==> src/rtl/alu_sequencer_if.sv <==
// alu_sequencer_if
//   Groups every non-clock signal of the ALU sequencer:
//   - request side : in_valid/in_ready handshake, instr, rs_val, rt_val
//   - ALU side     : alu_a/alu_b/alu_opcode/alu_funct driven to the
//                    combinational ALU, alu_res + flags returned from it
//   - result side  : out_valid/out_ready handshake, captured result,
//                    flags, branch decision, illegal marker
//   slave  : the sequencer itself
//   master : the surrounding environment (register-read stage, ALU,
//            writeback/branch consumer)
interface alu_sequencer_if;
  // request
  logic        in_valid;
  logic        in_ready;
  logic [31:0] instr;
  logic [31:0] rs_val;
  logic [31:0] rt_val;
  // ALU drive / return
  logic [31:0] alu_a;
  logic [31:0] alu_b;
  logic [5:0]  alu_opcode;
  logic [5:0]  alu_funct;
  logic [31:0] alu_res;
  logic        alu_zero;
  logic        alu_overflow;
  logic        alu_carryout;
  // result
  logic        out_valid;
  logic        out_ready;
  logic [31:0] out_res;
  logic        out_zero;
  logic        out_overflow;
  logic        out_carryout;
  logic        out_branch_taken;
  logic        out_illegal;

  modport slave (
    input  in_valid, instr, rs_val, rt_val,
    input  alu_res, alu_zero, alu_overflow, alu_carryout,
    input  out_ready,
    output in_ready,
    output alu_a, alu_b, alu_opcode, alu_funct,
    output out_valid, out_res, out_zero, out_overflow, out_carryout,
    output out_branch_taken, out_illegal
  );

  modport master (
    output in_valid, instr, rs_val, rt_val,
    output alu_res, alu_zero, alu_overflow, alu_carryout,
    output out_ready,
    input  in_ready,
    input  alu_a, alu_b, alu_opcode, alu_funct,
    input  out_valid, out_res, out_zero, out_overflow, out_carryout,
    input  out_branch_taken, out_illegal
  );
endinterface

==> src/rtl/alu_sequencer.sv <==
// alu_sequencer
//   Initiator for a combinational 32-bit MIPS-subset ALU. Takes one
//   instruction plus register operands per handshake, decodes it into
//   registered ALU operand/control outputs, holds them for SETTLE_CYCLES
//   while the ALU ripple logic settles, then captures result and flags
//   and presents them with a branch decision until the consumer accepts.
// Ports
//   clk    : rising-edge clock
//   rst_n  : asynchronous active-low reset
//   bus    : alu_sequencer_if.slave (request, ALU drive/return, result)
// Parameters
//   SETTLE_CYCLES : cycles alu_* are held before capture, 1..255
module alu_sequencer #(
  parameter int SETTLE_CYCLES = 4
) (
  input  logic              clk,
  input  logic              rst_n,
  alu_sequencer_if.slave    bus
);

  localparam logic [5:0] OP_RTYPE = 6'h00;
  localparam logic [5:0] OP_ADDI  = 6'h08;
  localparam logic [5:0] OP_XORI  = 6'h0E;
  localparam logic [5:0] OP_BEQ   = 6'h04;
  localparam logic [5:0] OP_BNE   = 6'h05;
  localparam logic [5:0] FN_ADD   = 6'h20;
  localparam logic [5:0] FN_SUB   = 6'h22;
  localparam logic [5:0] FN_SLT   = 6'h2A;
  localparam logic [5:0] FN_JR    = 6'h08;

  localparam logic [7:0] CNT_LOAD = 8'(SETTLE_CYCLES - 1);

  typedef enum logic [1:0] {
    IDLE   = 2'd0,
    SETTLE = 2'd1,
    DONE   = 2'd2
  } state_t;

  typedef struct packed {
    logic [31:0] res;
    logic        zero;
    logic        overflow;
    logic        carryout;
    logic        branch_taken;
    logic        illegal;
  } rsp_t;

  state_t      state, state_nxt;
  logic [7:0]  cnt;

  logic [31:0] alu_a_q, alu_b_q;
  logic [5:0]  alu_opcode_q, alu_funct_q;
  rsp_t        rsp_q;

  // ---------------- decode ----------------
  logic [5:0]  opc, fn;
  logic [15:0] imm;
  logic        legal;
  logic [31:0] b_dec;
  logic [5:0]  fn_dec;
  logic        accept;
  logic        capture;

  // rs/rt fields and shamt are not needed: operands arrive as values.
  logic        unused_fields;
  assign unused_fields = ^bus.instr[25:16];

  assign opc = bus.instr[31:26];
  assign fn  = bus.instr[5:0];
  assign imm = bus.instr[15:0];

  always_comb begin
    legal  = 1'b0;
    b_dec  = bus.rt_val;
    fn_dec = FN_JR;
    case (opc)
      OP_RTYPE: begin
        fn_dec = fn;
        legal  = (fn == FN_ADD) || (fn == FN_SUB) || (fn == FN_SLT);
      end
      OP_ADDI: begin
        b_dec = {{16{imm[15]}}, imm};
        legal = 1'b1;
      end
      OP_XORI: begin
        b_dec = {16'h0000, imm};
        legal = 1'b1;
      end
      OP_BEQ, OP_BNE: legal = 1'b1;
      default: legal = 1'b0;
    endcase
  end

  assign accept  = bus.in_valid && (state == IDLE);
  assign capture = (state == SETTLE) && (cnt == 8'd0);

  // ---------------- FSM ----------------
  always_ff @(posedge clk or negedge rst_n) begin
    if (!rst_n) state <= IDLE;
    else        state <= state_nxt;
  end

  always_comb begin
    state_nxt = state;
    case (state)
      IDLE:    if (accept) state_nxt = legal ? SETTLE : DONE;
      SETTLE:  if (cnt == 8'd0) state_nxt = DONE;
      DONE:    if (bus.out_ready) state_nxt = IDLE;
      default: state_nxt = IDLE;
    endcase
  end

  // Loaded with SETTLE_CYCLES-1 so the capture edge lands exactly
  // SETTLE_CYCLES edges after the accept edge.
  always_ff @(posedge clk or negedge rst_n) begin
    if (!rst_n)                       cnt <= 8'd0;
    else if (accept && legal)         cnt <= CNT_LOAD;
    else if (state == SETTLE && cnt != 8'd0) cnt <= cnt - 8'd1;
  end

  // ALU drive registers: only a legal accept updates them, so illegal
  // requests and idle periods leave the last operation on the ALU.
  always_ff @(posedge clk or negedge rst_n) begin
    if (!rst_n) begin
      alu_a_q      <= '0;
      alu_b_q      <= '0;
      alu_opcode_q <= '0;
      alu_funct_q  <= '0;
    end else if (accept && legal) begin
      alu_a_q      <= bus.rs_val;
      alu_b_q      <= b_dec;
      alu_opcode_q <= opc;
      alu_funct_q  <= fn_dec;
    end
  end

  // Result register. alu_opcode_q still holds the in-flight op at
  // capture, so the branch decision keys off it.
  always_ff @(posedge clk or negedge rst_n) begin
    if (!rst_n) begin
      rsp_q <= '0;
    end else if (accept && !legal) begin
      rsp_q         <= '0;
      rsp_q.illegal <= 1'b1;
    end else if (capture) begin
      rsp_q.res          <= bus.alu_res;
      rsp_q.zero         <= bus.alu_zero;
      rsp_q.overflow     <= bus.alu_overflow;
      rsp_q.carryout     <= bus.alu_carryout;
      rsp_q.illegal      <= 1'b0;
      rsp_q.branch_taken <= (alu_opcode_q == OP_BEQ) ?  bus.alu_zero :
                            (alu_opcode_q == OP_BNE) ? !bus.alu_zero : 1'b0;
    end
  end

  // ---------------- outputs ----------------
  assign bus.in_ready         = (state == IDLE);
  assign bus.out_valid        = (state == DONE);
  assign bus.alu_a            = alu_a_q;
  assign bus.alu_b            = alu_b_q;
  assign bus.alu_opcode       = alu_opcode_q;
  assign bus.alu_funct        = alu_funct_q;
  assign bus.out_res          = rsp_q.res;
  assign bus.out_zero         = rsp_q.zero;
  assign bus.out_overflow     = rsp_q.overflow;
  assign bus.out_carryout     = rsp_q.carryout;
  assign bus.out_branch_taken = rsp_q.branch_taken;
  assign bus.out_illegal      = rsp_q.illegal;

endmodule

==> src/flat_wrapper.sv <==
// flat-port wrapper written by rule: the top's interface ports become plain ports
module alu_sequencer_flat 
#(
  parameter int SETTLE_CYCLES = 4
)
  (clk, rst_n, bus_in_valid, bus_instr, bus_rs_val, bus_rt_val, bus_alu_res, bus_alu_zero, bus_alu_overflow, bus_alu_carryout, bus_out_ready, bus_in_ready, bus_alu_a, bus_alu_b, bus_alu_opcode, bus_alu_funct, bus_out_valid, bus_out_res, bus_out_zero, bus_out_overflow, bus_out_carryout, bus_out_branch_taken, bus_out_illegal);
  alu_sequencer_if bus_i ();
  input  logic clk;
  input  logic rst_n;
  input wire logic [$bits(bus_i.in_valid)-1:0] bus_in_valid;
  input wire logic [$bits(bus_i.instr)-1:0] bus_instr;
  input wire logic [$bits(bus_i.rs_val)-1:0] bus_rs_val;
  input wire logic [$bits(bus_i.rt_val)-1:0] bus_rt_val;
  input wire logic [$bits(bus_i.alu_res)-1:0] bus_alu_res;
  input wire logic [$bits(bus_i.alu_zero)-1:0] bus_alu_zero;
  input wire logic [$bits(bus_i.alu_overflow)-1:0] bus_alu_overflow;
  input wire logic [$bits(bus_i.alu_carryout)-1:0] bus_alu_carryout;
  input wire logic [$bits(bus_i.out_ready)-1:0] bus_out_ready;
  output wire logic [$bits(bus_i.in_ready)-1:0] bus_in_ready;
  output wire logic [$bits(bus_i.alu_a)-1:0] bus_alu_a;
  output wire logic [$bits(bus_i.alu_b)-1:0] bus_alu_b;
  output wire logic [$bits(bus_i.alu_opcode)-1:0] bus_alu_opcode;
  output wire logic [$bits(bus_i.alu_funct)-1:0] bus_alu_funct;
  output wire logic [$bits(bus_i.out_valid)-1:0] bus_out_valid;
  output wire logic [$bits(bus_i.out_res)-1:0] bus_out_res;
  output wire logic [$bits(bus_i.out_zero)-1:0] bus_out_zero;
  output wire logic [$bits(bus_i.out_overflow)-1:0] bus_out_overflow;
  output wire logic [$bits(bus_i.out_carryout)-1:0] bus_out_carryout;
  output wire logic [$bits(bus_i.out_branch_taken)-1:0] bus_out_branch_taken;
  output wire logic [$bits(bus_i.out_illegal)-1:0] bus_out_illegal;
  assign bus_i.in_valid = bus_in_valid;
  assign bus_i.instr = bus_instr;
  assign bus_i.rs_val = bus_rs_val;
  assign bus_i.rt_val = bus_rt_val;
  assign bus_i.alu_res = bus_alu_res;
  assign bus_i.alu_zero = bus_alu_zero;
  assign bus_i.alu_overflow = bus_alu_overflow;
  assign bus_i.alu_carryout = bus_alu_carryout;
  assign bus_i.out_ready = bus_out_ready;
  assign bus_in_ready = bus_i.in_ready;
  assign bus_alu_a = bus_i.alu_a;
  assign bus_alu_b = bus_i.alu_b;
  assign bus_alu_opcode = bus_i.alu_opcode;
  assign bus_alu_funct = bus_i.alu_funct;
  assign bus_out_valid = bus_i.out_valid;
  assign bus_out_res = bus_i.out_res;
  assign bus_out_zero = bus_i.out_zero;
  assign bus_out_overflow = bus_i.out_overflow;
  assign bus_out_carryout = bus_i.out_carryout;
  assign bus_out_branch_taken = bus_i.out_branch_taken;
  assign bus_out_illegal = bus_i.out_illegal;
  alu_sequencer #(.SETTLE_CYCLES(SETTLE_CYCLES)) u_core (.clk(clk), .rst_n(rst_n), .bus(bus_i));
endmodule
==> config.mk <==
export PLATFORM = sky130hd
export DESIGN_NAME = alu_sequencer_flat
export DESIGN_NICKNAME = d
export VERILOG_FILES = /design/src/rtl/alu_sequencer_if.sv /design/src/rtl/alu_sequencer.sv /design/src/flat_wrapper.sv
export SDC_FILE = /design/constraint.sdc
export NUM_CORES = 1
export LEC_CHECK = 0
export CORE_UTILIZATION = 40
export CTS_CLUSTER_SIZE = 24
export DETAILED_ROUTE_END_ITERATION = 10
export PLACE_DENSITY_LB_ADDON = 0.1
export SYNTH_ARGS = -nofsm -noshare
export SYNTH_HDL_FRONTEND = slang
export SYNTH_SLANG_ARGS = --single-unit
==> constraint.sdc <==
create_clock -name clk -period 2.6 [get_ports clk]
set_input_delay 0.52 -clock clk [delete_from_list [all_inputs] [get_ports clk]]
set_output_delay 0.52 -clock clk [all_outputs]
set_load 0.005 [all_outputs]
==> results of run 1 <==
final cells by class:
type | instances | area [um^2]
multi-input cells | 244 | 2092
clock buffers | 28 | 506.7
well taps | 176 | 220.2
inverters | 24 | 90.09
fillers | 1067 | 4621
flip-flops and latches | 123 | 3078
repair buffers | 262 | 2625
clock inverters | 2 | 10.01
cells in the final DEF (no fill, tap or decap), types with 2 or more instances in the layout:
| cell type | instances |
|---|---|
| a21o_1 | 2 |
| a21oi_1 | 54 |
| buf_12 | 5 |
| buf_4 | 19 |
| clkbuf_1 | 7 |
| clkbuf_16 | 17 |
| clkbuf_8 | 4 |
| clkdlybuf4s50_1 | 238 |
| clkinv_2 | 2 |
| dfrtp_1 | 123 |
| ha_1 | 2 |
| inv_1 | 24 |
| mux2_1 | 16 |
| mux2_2 | 40 |
| mux2_4 | 13 |
| mux2i_1 | 55 |
| nand2_1 | 6 |
| nand3_1 | 2 |
| nor2_1 | 10 |
| nor2b_1 | 6 |
| nor3_1 | 2 |
| nor3b_1 | 3 |
| nor4_1 | 2 |
| o2111ai_1 | 2 |
| o21ai_0 | 2 |
| o31ai_1 | 2 |
| or2_2 | 3 |
| or4_1 | 5 |
| xnor2_1 | 3 |
registers in the layout (all words and copies together) (netlist names), 2 cells and up:
register,cells
u_core.bus.out_res,32
u_core.bus.alu_funct,6
u_core.bus.alu_opcode,6
u_core.cnt,8
u_core.bus.alu_b,32
u_core.state,2
u_core.bus.alu_a,32
worst register-to-register path: cells and delay by family, from the launching register on:
kind | cells | cell delay (ns)
simple gates | 2 | 0.87
mux | 1 | 0.13
flops | 1 | 0.42
compound gates | 1 | 0.42
logic make-up after synthesis:
| kind of cell | Yosys count | share of synthesized area |
|---|---|---|
| simple gates | 46 | 0.04784 |
| fa+ha+maj | 2 | 0.004599 |
| buf+inv | 50 | 0.05060 |
| mux | 124 | 0.2530 |
| flops | 123 | 0.5658 |
| xor+xnor | 4 | 0.006441 |
| compound gates | 68 | 0.07176 |
power groups by stage:
stage | Combinational, mW | Sequential, mW | Clock (mW)
floorplan | 0.552 | 2.62 | 0
finish | 1.69 | 2.60 | 2.07
global placement | 1.67 | 2.60 | 0
detailed placement | 1.71 | 2.62 | 0
global route | 1.84 | 2.65 | 2.21
CTS | 1.72 | 2.60 | 2.13
metrics by stage:
| stage | utilization | instance area, um^2 | hold slack, ns |
|---|---|---|---|
| after global placement | 0.6121 | 8105 | 0.4665 |
| final | 0.6511 | 8622 | 0.1270 |
| after floorplan | - | 5440 | 0.2244 |
| after CTS | 0.6511 | 8622 | 0.1416 |
| after detailed placement | 0.6121 | 8105 | 0.4776 |
| after global routing | 0.6511 | 8622 | 0.1829 |
metal layers:
metal	GRT usage	vias to the layer above	share of wire	wire length [um]
met5	0	-	0	0
met4	0.07437	0	0.010	142
met3	0.09749	11	0.090	1256
met2	0.3567	148	0.50	7012
met1	0.2351	2031	0.39	5477
li1	-	1980	-	-
how the worst max path moves through the flow:
| stage | start | endpoint | cells after the start |
|---|---|---|---|
| after floorplan | bus_instr[26] | u_core.bus.alu_opcode[0]$_DFFE_PN0P_ | 7 |
| after global placement | bus_instr[26] | u_core.bus.alu_opcode[3]$_DFFE_PN0P_ | 6 |
| after detailed placement | bus_instr[26] | u_core.bus.alu_opcode[2]$_DFFE_PN0P_ | 6 |
| after CTS | bus_instr[26] | u_core.bus.alu_b[22]$_DFFE_PN0P_ | 7 |
| after global routing | bus_instr[26] | u_core.bus.alu_b[30]$_DFFE_PN0P_ | 7 |
| final | bus_instr[26] | u_core.bus.alu_opcode[2]$_DFFE_PN0P_ | 6 |
==> qor.csv, run 1 <==
stage,metric,value,unit
critical_path,CP Launch Type,input port,
synthesis,most instantiated cells after synthesis,"dfrtp_1 (123), mux2i_1 (55), a21oi_1 (54)",
clocking,root buf cell,clkbuf_16,
global_route,vias in the first global route,4499,
synthesis,Unique masters post-synth,41,
synthesis,fraction of registers with async set/reset,1.000,
power,clock power share,0.326,
clocking,CTS sink count,123,
clocking,CTS Buf Count,17,
critical_path,r2r startpoint,u_core.cnt[4]$_DFFE_PN0P_,
synthesis,Synth area leaders,"dfrtp_1 (57%), mux2i_1 (10%), mux2_2 (8.3%), a21oi_1 (5.0%), mux2_4 (3.6%)",
timing,final setup fails,0,
route,DR pass1 iterations,4,
synthesis,cell taking the most area after synthesis,dfrtp_1,
clocking,H-tree levels,4,
clocking,CTS tree,yes,
power,leakage power,3.977,nW
critical_path,critical path's largest stage delay,0.56,ns
critical_path,CP cell instances,"clkdlybuf4s50_1, or4b_1, a21o_1, a31oi_4, buf_4, mux2_2",
timing,fmax,423.6,MHz
clocking,Skew-Pair Late Insertion Delay,0.41,ns
power,Net Switching,1.578,mW
placed_design,Setup WS pre-CTS,-0.1800,ns
route,vias per cell,4.854,
critical_path,Worst Path Required,2.89,ns
layout,Layout area overhead,58.49,%
outcome,status,completed,
global_route,initial antenna violation count,0,
clocking,post-CTS setup buffers,0,
synthesis,Syn Nets,554,
power,sequential share of power,0.409,
floorplan,Initial Util,0.4108,
placed_design,DP HPWL,10130,um
layout,Final nets,809,
global_route,grt ovf,0,
synthesis,Post-synth EDFFs,0,
power,Worst VDD drop,482.2,uV
floorplan,Core ar.,0.01324,mm^2
global_route,first-pass GRT wire length,22840,um
critical_path,Crit Path Max Fanout,11,
clocking,worst-case clock buffer depth,2,
critical_path,CP bufs+invs,2,
timing,PnR worst setup slack,0.2393,ns
synthesis,Synth top area share,0.5658,
placed_design,dpl cells,829,
timing,crit share post-route,0.9079,
synthesis,Synth Cell Area,0.005440,mm^2
power,Gate power share,0.265,
power,Pwr Total,6.351,mW
synthesis,"Avg Cell Area, Syn",13.05,um^2
route,Avg WL per Cell,16.17,um
layout,Final Non-Filler Cells,859,
layout,antenna fix cells,0,
global_route,largest net degree at the start of global routing,54,
layout,layout cells sized above 1,0.1552,
synthesis,cells after synthesis,417,
critical_path,CP max-delay cell,or4b_1,
route,routed wire length,13890,um
timing,Worst Tran Pin Value,0.6574,ns
synthesis,number of synthesized register bits,123,
floorplan,# rows,42,
critical_path,critical path arrival,2.65,ns
clocking,CTS hold repair buffers,0,
placed_design,Final Wtd Congestion,0.7679,
route,DR iter-0 viols,152,
critical_path,Crit Path Class,in2reg,
power,pwr dens,736.6,mW/mm^2
synthesis,most frequent cell after synthesis,dfrtp_1,
clocking,post-CTS sizing,0,
global_route,GRT Total Usage,0.2120,
synthesis,Syn. warnings,0,
power,sw frac,0.2484,
timing,clock skew,0.007070,ns
floorplan,IO Pins,250,
flow_run,max-cap violations,0,
placed_design,PortBufs,239,
synthesis,"Top FF cell, synth",dfrtp_1,
critical_path,R2R depth,4,
timing,"Hold Violations, Final",0,
route,via count,4170,
timing,final worst path period need,2.361,ns
critical_path,CP endpoint kind,flip-flop,
power,cell internal pwr,4.773,mW
floorplan,die span in y,118.6,um
critical_path,"delay-heaviest family, CP",buffers and inverters,
floorplan,die footprint,0.01407,mm^2
clocking,clock slew at reported path FFs,0.05,ns
min_path,Hold Path Class,in2async,
route,Final ANT Viol Nets,0,
critical_path,internal reg-to-reg setup slack,0.64,ns
timing,Max Slew Vio Count,0,
floorplan,DIE WIDTH,118.6,um
synthesis,post-synthesis sequential area ratio,0.5658,
critical_path,reg-to-reg endpoint,u_core.cnt[1]$_DFFE_PN0P_,
timing,RSZ-0062 raised after global routing,no,
route,drc violations,0,
timing,setup TNS,0,ns
timing,slew margin rel.,0.5617,
Note: power is estimated with default switching activity, not from simulation.
==> run 2: changes to the inputs <==
--- a/config.mk
+++ b/config.mk
@@ -5,7 +5,9 @@
 export SDC_FILE = /design/constraint.sdc
 export NUM_CORES = 1
 export LEC_CHECK = 0
-export CORE_UTILIZATION = 40
+export CELL_PAD_IN_SITES_DETAIL_PLACEMENT = 0
+export CELL_PAD_IN_SITES_GLOBAL_PLACEMENT = 1
+export CORE_UTILIZATION = 32
 export CTS_CLUSTER_SIZE = 24
 export DETAILED_ROUTE_END_ITERATION = 10
 export PLACE_DENSITY_LB_ADDON = 0.1
==> run 2 against run 1 <==
Clock-buffer cell count down 4; non-clock buffer count up 4; first-iteration DRC count down 15%; sequential share of layout area down 0.76 points; maximum frequency up 0.26%; via count up 0.50%; global-route usage down 3.9 points; die area up 25%; critical endpoint is now u_core.bus.alu_b[24]$_DFFE_PN0P_; largest power group unchanged.
==> qor.csv, run 2 (same netlist as run 1, synthesis figures left out) <==
stage,metric,value,unit
power,pwr dens,753.0,mW/mm^2
layout,Layout fillers,1480,
placed_design,PortBufs,239,
layout,antenna fix cells,0,
clocking,CTS hold repair buffers,0,
placed_design,Final Wtd Congestion,0.7544,
route,DR pass1 iterations,4,
critical_path,"delay-heaviest family, CP",buffers and inverters,
critical_path,CP Launch Type,input port,
timing,"Hold Violations, Final",0,
clocking,Skew-Pair Late Insertion Delay,0.41,ns
layout,"commonest non-fill, non-tap cells in the layout","clkdlybuf4s50_1 (238), dfrtp_1 (123), mux2i_1 (55)",
timing,fmax,424.7,MHz
global_route,vias in the first global route,4492,
layout,layout cells sized above 1,0.1689,
power,Worst VDD drop,445.2,uV
clocking,CTS Buf Count,17,
timing,crit share post-route,0.9056,
critical_path,critical path arrival,2.67,ns
route,drc violations,0,
timing,RSZ-0062 raised after global routing,no,
floorplan,die footprint,0.01753,mm^2
power,leakage power,4.045,nW
clocking,root buf cell,clkbuf_16,
timing,Max Slew Vio Count,0,
global_route,grt ovf,0,
min_path,Hold Path Class,in2async,
critical_path,CP cell instances,"clkdlybuf4s50_1, or4b_1, a21o_1, a31oi_4, buf_4, buf_12, buf_12, mux2i_1",
route,via count,4191,
route,DR iter-0 viols,129,
timing,Worst Tran Pin Value,0.5907,ns
clocking,clock slew at reported path FFs,0.05,ns
critical_path,CP max-delay cell,or4b_1,
critical_path,Worst Path Required,2.92,ns
timing,PnR worst setup slack,0.2454,ns
route,Avg WL per Cell,16.04,um
timing,slew margin rel.,0.6026,
floorplan,die span in y,132.4,um
route,vias per cell,4.621,
clocking,post-CTS setup buffers,0,
placed_design,Setup WS pre-CTS,-0.1756,ns
placed_design,DP HPWL,10570,um
critical_path,CP endpoint kind,flip-flop,
floorplan,Initial Util,0.3281,
layout,Layout area overhead,61.91,%
global_route,first-pass GRT wire length,23330,um
flow_run,max-cap violations,0,
clocking,H-tree levels,4,
power,Pwr Total,6.633,mW
timing,final worst path period need,2.355,ns
clocking,CTS tree,yes,
floorplan,Core ar.,0.01658,mm^2
clocking,post-CTS sizing,0,
floorplan,IO Pins,250,
clocking,worst-case clock buffer depth,2,
floorplan,DIE WIDTH,132.4,um
global_route,GRT Total Usage,0.1728,
critical_path,Crit Path Max Fanout,13,
layout,Final nets,813,
critical_path,Crit Path Class,in2reg,
floorplan,# rows,47,
clocking,CTS sink count,123,
route,routed wire length,14550,um
layout,"commonest non-fill, non-tap cell in the layout",clkdlybuf4s50_1,
global_route,largest net degree at the start of global routing,42,
global_route,initial antenna violation count,0,
critical_path,cell mode on critical path,buf_12,
timing,final setup fails,0,
critical_path,critical path's largest stage delay,0.57,ns
outcome,status,completed,
critical_path,CP bufs+invs,4,
timing,clock skew,0.006659,ns
route,Final ANT Viol Nets,0,
run 2: changes by cell type in the layout (fill, tap and decap cells not counted):
cell / change
nor3_2: +1
buf_4: +2
buf_12: +2
clkbuf_8: +1
nor3_1: -1
bufinv_16: +2
clkinv_4: +1
clkbuf_1: -5
clkinvlp_4: +1
run 2: power breakdown:
part / internal, mW / leakage [nW] / switching (mW)
Clock: 1.53 / 0.288 / 0.826
Sequential: 2.33 / 1.57 / 0.263
Combinational: 1.14 / 2.19 / 0.546
run 2: routing by layer:
layer,global-route usage,wire [um]
met1,0.1915,5753
met2,0.2921,7280
met3,0.06844,1188
met4,0.07663,324
met5,0,0
run 2: worst reg2reg max path, delay by kind of cell, from the launching register on:
kind	cells	cell delay, ns
flip-flops	1	0.43
AO/OA/AOI/OAI	1	0.16
AND/OR/NAND/NOR	3	1.34
run 2: final cells by class:
class                   instances  area (um^2)  share of cell area
clock buffers                  24        501.7             0.05696
clock inverters                 6        86.33            0.009801
inverters                      24        90.09             0.01023
multi-input cells             244         2097              0.2381
flip-flops and latches        123         3078              0.3494
well taps                     220        275.3             0.03125
repair buffers                266         2680              0.3043
run 2: final timing paths:
kind / slack, ns / start / endpoint / cells past startpoint
worst min register to register: 0.49 / u_core.bus.alu_a[21]$_DFFE_PN0P_ / u_core.bus.alu_a[21]$_DFFE_PN0P_ / 1
max in group asynchronous: 1.82 / rst_n / u_core.bus.alu_a[4]$_DFFE_PN0P_ / 2
worst max register to register: 0.59 / u_core.cnt[4]$_DFFE_PN0P_ / u_core.bus.out_branch_taken$_DFFE_PN0P_ / 4
worst max-delay path: 0.25 / bus_instr[31] / u_core.bus.alu_b[24]$_DFFE_PN0P_ / 8
worst min-delay path: 0.1 / rst_n / u_core.bus.out_res[17]$_DFFE_PN0P_ / 1
min in group clk: 0.49 / u_core.bus.alu_a[21]$_DFFE_PN0P_ / u_core.bus.alu_a[21]$_DFFE_PN0P_ / 1
run 2: per-stage QoR:
stage	instances	setup TNS (ns)	utilization	hold slack [ns]	cell area, um^2
3_3_place_gp	877	-6.965	0.4957	0.4669	8220
4_1_cts	907	0	0.5312	0.1078	8808
2_1_floorplan	417	0	-	0.2244	5440
6_report	907	0	0.5312	0.09925	8808
3_5_place_dp	877	-10.45	0.4957	0.4788	8220
5_1_grt	907	0	0.5312	0.1258	8808
